**src/rtl/encoded_key_decoder_3_to_8.sv**
```systemverilog
// encoded_key_decoder_3_to_8
//   Receive end of the 8-to-3 priority encoder path in the keypad chain.
//   Synchronises and debounces the encoder outputs, decodes the held key to a
//   registered active-low one-hot bus (74LS138 style) and emits one-cycle
//   press/release strobes for the clock-setting control logic.
// Parameters
//   DELAY          output propagation delay in ns for behavioural models (not applied here)
//   DEBOUNCE       consecutive identical synchronised samples needed to accept (>=1)
// Ports
//   clk            system clock, rising edge
//   rst            asynchronous active-high reset
//   qc,qb,qa       active-low code from the encoder (qc = MSB)
//   gs             active-low group select; 0 = some key active
//   en_n           active-low output enable, gates y_n only
//   y_n            active-low one-hot decoded key, 8'hFF when no key or disabled
//   key_code       true-binary accepted key, held until the next accept
//   valid          1 while an accepted key is held
//   key_strobe     one-cycle pulse when a press (or a new key) is accepted
//   release_strobe one-cycle pulse when a release is accepted
module encoded_key_decoder_3_to_8 #(
  parameter int DELAY    = 10,
  parameter int DEBOUNCE = 4
) (
  input  logic       clk,
  input  logic       rst,
  input  logic       qc,
  input  logic       qb,
  input  logic       qa,
  input  logic       gs,
  input  logic       en_n,
  output logic [7:0] y_n,
  output logic [2:0] key_code,
  output logic       valid,
  output logic       key_strobe,
  output logic       release_strobe
);

  if (DEBOUNCE < 1 || DELAY < 0) begin : g_bad_param
    $error("encoded_key_decoder_3_to_8: DEBOUNCE must be >= 1 and DELAY >= 0");
  end

  localparam int          CW   = $clog2(DEBOUNCE + 1);
  localparam logic [CW:0] DB_W = DEBOUNCE[CW:0];

  typedef enum logic [1:0] {
    IDLE,
    QUAL_PRESS,
    PRESSED,
    QUAL_RELEASE
  } state_t;

  state_t          r_state;
  state_t          w_state_nxt;
  logic [3:0]      r_sync1;
  logic [3:0]      r_sync2;
  logic [CW-1:0]   r_cnt;
  logic [CW-1:0]   w_cnt_nxt;
  logic [2:0]      r_cand;
  logic [2:0]      w_cand_nxt;
  logic [2:0]      r_key_code;
  logic            r_valid;
  logic            r_key_strobe;
  logic            r_rel_strobe;

  logic            w_s_gs;
  logic [2:0]      w_s_code;
  logic            w_cnt_done;
  logic            w_go_press;
  logic            w_go_rel;
  logic            w_accept;
  logic            w_release;
  logic [2:0]      w_acc_code;

  assign w_s_gs     = r_sync2[3];
  assign w_s_code   = ~r_sync2[2:0];
  assign w_cnt_done = (({1'b0, r_cnt} + (CW + 1)'(1)) >= DB_W);

  // Synchroniser, FSM state and registered outputs.
  always_ff @(posedge clk or posedge rst) begin
    if (rst) begin
      r_sync1      <= '1;
      r_sync2      <= '1;
      r_state      <= IDLE;
      r_cnt        <= '0;
      r_cand       <= '0;
      r_key_code   <= '0;
      r_valid      <= 1'b0;
      r_key_strobe <= 1'b0;
      r_rel_strobe <= 1'b0;
    end else begin
      r_sync1      <= {gs, qc, qb, qa};
      r_sync2      <= r_sync1;
      r_state      <= w_state_nxt;
      r_cnt        <= w_cnt_nxt;
      r_cand       <= w_cand_nxt;
      r_key_strobe <= w_accept;
      r_rel_strobe <= w_release;
      if (w_accept) begin
        r_key_code <= w_acc_code;
        r_valid    <= 1'b1;
      end else if (w_release) begin
        r_valid    <= 1'b0;
      end
    end
  end

  // Next-state logic. Entering a qualification phase is funnelled through
  // w_go_press / w_go_rel so that DEBOUNCE=1 accepts on the entry sample.
  always_comb begin
    w_state_nxt = r_state;
    w_cnt_nxt   = r_cnt;
    w_cand_nxt  = r_cand;
    w_accept    = 1'b0;
    w_release   = 1'b0;
    w_acc_code  = r_cand;
    w_go_press  = 1'b0;
    w_go_rel    = 1'b0;

    case (r_state)
      IDLE: begin
        if (!w_s_gs) w_go_press = 1'b1;
      end
      QUAL_PRESS: begin
        if (w_s_gs) begin
          if (r_valid) w_go_rel = 1'b1;
          else         w_state_nxt = IDLE;
        end else if (w_s_code != r_cand) begin
          w_go_press = 1'b1;
        end else if (w_cnt_done) begin
          w_accept    = 1'b1;
          w_acc_code  = r_cand;
          w_state_nxt = PRESSED;
        end else begin
          w_cnt_nxt = r_cnt + CW'(1);
        end
      end
      PRESSED: begin
        if (w_s_gs)                       w_go_rel   = 1'b1;
        else if (w_s_code != r_key_code)  w_go_press = 1'b1;
      end
      QUAL_RELEASE: begin
        if (!w_s_gs) begin
          // A bounce back to the held key is absorbed without any strobe.
          if (w_s_code == r_key_code) w_state_nxt = PRESSED;
          else                        w_go_press  = 1'b1;
        end else if (w_cnt_done) begin
          w_release   = 1'b1;
          w_state_nxt = IDLE;
        end else begin
          w_cnt_nxt = r_cnt + CW'(1);
        end
      end
      default: w_state_nxt = IDLE;
    endcase

    if (w_go_press) begin
      w_cand_nxt = w_s_code;
      w_cnt_nxt  = CW'(1);
      if (DEBOUNCE == 1) begin
        w_accept    = 1'b1;
        w_acc_code  = w_s_code;
        w_state_nxt = PRESSED;
      end else begin
        w_state_nxt = QUAL_PRESS;
      end
    end

    if (w_go_rel) begin
      w_cnt_nxt = CW'(1);
      if (DEBOUNCE == 1) begin
        w_release   = 1'b1;
        w_state_nxt = IDLE;
      end else begin
        w_state_nxt = QUAL_RELEASE;
      end
    end
  end

  // Output decode: combinational gate of registered terms.
  always_comb begin
    y_n = '1;
    if (r_valid && !en_n) y_n = ~(8'b1 << r_key_code);
  end

  assign key_code       = r_key_code;
  assign valid          = r_valid;
  assign key_strobe     = r_key_strobe;
  assign release_strobe = r_rel_strobe;

endmodule
```
**config.mk**
```make
export PLATFORM = sky130hd
export DESIGN_NAME = encoded_key_decoder_3_to_8
export DESIGN_NICKNAME = d
export VERILOG_FILES = /design/src/rtl/encoded_key_decoder_3_to_8.sv
export SDC_FILE = /design/constraint.sdc
export NUM_CORES = 1
export LEC_CHECK = 0
export CAP_MARGIN = 5
export CELL_PAD_IN_SITES_DETAIL_PLACEMENT = 1
export CELL_PAD_IN_SITES_GLOBAL_PLACEMENT = 1
export CORE_MARGIN = 2
export CORE_UTILIZATION = 35
export DETAILED_ROUTE_END_ITERATION = 8
export HOLD_SLACK_MARGIN = 0.05
export PLACE_DENSITY_LB_ADDON = 0.08
export RECOVER_POWER = 50
export SKIP_LAST_GASP = 1
export SLEW_MARGIN = 20
export SYNTH_ARGS = -nofsm -noshare
export SYNTH_HDL_FRONTEND = slang
export SYNTH_SLANG_ARGS = --single-unit
export TNS_END_PERCENT = 10
```
**constraint.sdc**
```tcl
create_clock -name clk -period 1.8 [get_ports clk]
set_input_delay 0.36 -clock clk [delete_from_list [all_inputs] [get_ports clk]]
set_output_delay 0.36 -clock clk [all_outputs]
set_load 0.005 [all_outputs]
```
==> reports/qor.txt <==
leakage = 0.7112 nW
global router's overall resource usage = 16.34%
switching share of power = 37.57%
routed length per instance = 14.21 um
flops & latches, synth = 22
Cells after Synth = 106
DRC Markers = 0
Area growth syn-to-layout = 41.88%
worst min path class = register to register
Comb pwr share = 50.3%
Synth Net Count = 119
failing checks = negative setup slack
CP max FO = 3
vias in the first global route = 937
Multi-input gate area = 531.8 sq um
Final Cycle Share = 105.1%
die area = 3614 sq um
R2R Path Start = r_sync2[0]
Synth Flop Type = dfrtp_1
maximum vdd drop = 0.5039 mV
total vias in the final route = 912
sequential power share = 33.4%
Fin Setup TNS = -0.9823 ns
Site Rows = 20
final setup margin = -0.09242 ns
share of layout cells above drive strength 1 = 28.97%
largest net degree at the start of global routing = 14
Hold Violations, Final = 0
# nets final = 159
Syn Area/Cell = 10.40 sq um
status = finished with violations
dpl hpwl = 2057 um
CTS root buffer = clkbuf_4
CTS max path bufs = 2
DRT iter0 DRCs = 29
Ports = 21
initial antenna violation count = 0
CTS sink cnt = 22
drt total wl = 2685 um
Core Util, Final = 51.65%
Crit Path Class = register to register
vias per cell = 4.825
Placeable Area = 3028 sq um
GR Layer Usage met1 = 21.27%
level count of the clock H-tree = 1
Psw = 0.8750 mW
total power = 2.329 mW
first-pass GRT wire length = 4264 um
routability cong. = 0.7854
register area share after synthesis = 50.85%
Post-synth ARST share = 100.0%
internal power = 1.454 mW
initial core utilization = 36.40%
Worst EP arrival = 2.15 ns
Min Clock Period, post-route = 1.892 ns
Unique masters post-synth = 35
Top Usage Layer GRT = met2
fmax = 528.4 MHz
CTS buffer count = 3
skew final = 0.007761 ns
TritonCTS clock tree = done
final hold slack = 0.3605 ns
clk_lat worst skew = 0.31 ns
Setup Viol. Count Final = 17
Slew HR = 67.54%
GR Util met2 = 27.02%
met3 usage = 2.597%
CTS Hold Bufs = 0
Worst setup EP type = register
total grt overflow = 0
register area = 563.0 sq um
Die Y = 60.12 um
diode count = 0
clk slew on worst S/H paths = 0.13 ns
Required @ worst endpoint = 2.06 ns
unrepaired setup endpoints after global routing = true
Die X-Extent = 60.12 um
cell area after synthesis = 1102 sq um
CP startpoint kind = register
post-route ant nets = 0
Worst Tran Pin Value = 0.4824 ns
crit path from = r_sync2[0]
fill cell count = 349
total power per unit cell area = 1489 nW/um^2
clock share of power = 16.3%
yosys warns = 0
worst hold start = r_sync1[3]
Port Buffers = 20
Post-synth EDFFs = 0
first drt pass iteration count = 4
Final Max Slew Viols = 0
maxcap violations = 0
## path summary, 6_finish.rpt
check	depth (start not counted)	slack, ns	end
worst max-delay path	5	-0.09	r_cnt[1]
worst min-delay path	0	0.36	r_sync2[3]
worst max register to register	5	-0.09	r_cnt[1]
worst min register to register	0	0.36	r_sync2[3]
max in group asynchronous	3	0.64	r_sync2[2]
min in group asynchronous	2	0.44	r_cnt[0]
## cells in the mapped netlist (2+ instances only)
cell	n	area, sq um
xor2_1	5	43.79
nand2_1	8	30.03
a31oi_1	2	12.51
nor2_1	8	30.03
o21ai_0	5	25.02
nand3_1	4	20.02
nand4_1	2	12.51
nor3_1	2	10.01
inv_1	11	41.29
a21oi_1	3	15.01
o21ai_1	2	10.01
dfstp_2	8	210.2
ha_1	6	75.07
a211oi_1	2	15.01
and2_1	2	12.51
mux2i_1	4	40.04
dfrtp_1	14	350.3
## kinds of logic (layout without fill, tap and decap cells)
kind of cell,after synthesis,in the layout,synth area share [%]
buf+inv,13,52,4.540
fa+ha+maj,6,6,6.810
mux,4,4,3.632
compound gates,21,21,12.71
simple gates,34,34,16.01
xor+xnor,6,6,5.449
flops,22,22,50.85
## critical path, stage by stage (launching register included)
cell and delay [ns]:
dfstp_2 0.60, xor2_2 0.19, a31oi_1 0.14, or4b_4 0.58, o22ai_4 0.18, a22o_1 0.15
## per-stage QoR
stage	instances	area, sq um	worst slack (ns)
after floorplan	106	1102	0.04051
after global placement	183	1461	-0.1924
after detailed placement	183	1461	-0.2245
after CTS	189	1567	-0.1101
after global routing	189	1564	-0.1633
final	189	1564	-0.09242
## power by group through the flow
stage	clock network [mW]	logic (mW)	registers, mW
after detailed placement	0	1.06	0.786
final	0.379	1.17	0.778
after global routing	0.406	1.29	0.801
after global placement	0	1.02	0.773
after floorplan	0	0.588	0.765
after CTS	0.389	1.17	0.777
## metal layers
layer / part of all wire (%) / wire length, um
met5: 0 / 0
met4: 0.71 / 19
met3: 3.0 / 81
met2: 49 / 1329
met1: 47 / 1255
## final cells by class
type                            count  share of cell area (%)
Clock inverter                      1                   1.920
Inverter                           11                   2.640
Tap cell                           44                   3.520
Clock buffer                        3                   1.440
Multi-Input combinational cell     71                   34.00
Timing Repair Buffer               37                   20.48
Sequential cell                    22                   36.00
## cells in the final DEF (no fill, tap or decap), types with 2 or more instances in the layout
cell             instances
buf_4                   15
dfrtp_1                 12
clkdlybuf4s50_1         12
inv_1                   11
nand2_1                  8
dfstp_2                  8
o21ai_0                  5
nor2_1                   5
ha_1                     5
dlygate4sd3_1            5
xor2_1                   4
mux2i_1                  4
nand3_1                  4
nor2_2                   3
a21oi_1                  3
clkbuf_4                 3
xor2_2                   2
nand4_1                  2
and2_1                   2
a31oi_1                  2
o21ai_1                  2
dlygate4sd2_1            2
dfrtp_2                  2
clkbuf_1                 2
## registers in the layout (all words and copies together) (netlist names), 2 cells and up
signal,flops
r_cnt,3
r_sync2,4
r_cand,3
r_sync1,4
key_code,3
r_state,2
## what timing repair did
action,in CTS,in global routing
resized for setup,12,2
setup endpoints to repair,19,19
setup buffers,2,0
pin swaps,2,1
Power figures use the tool's default switching activity.
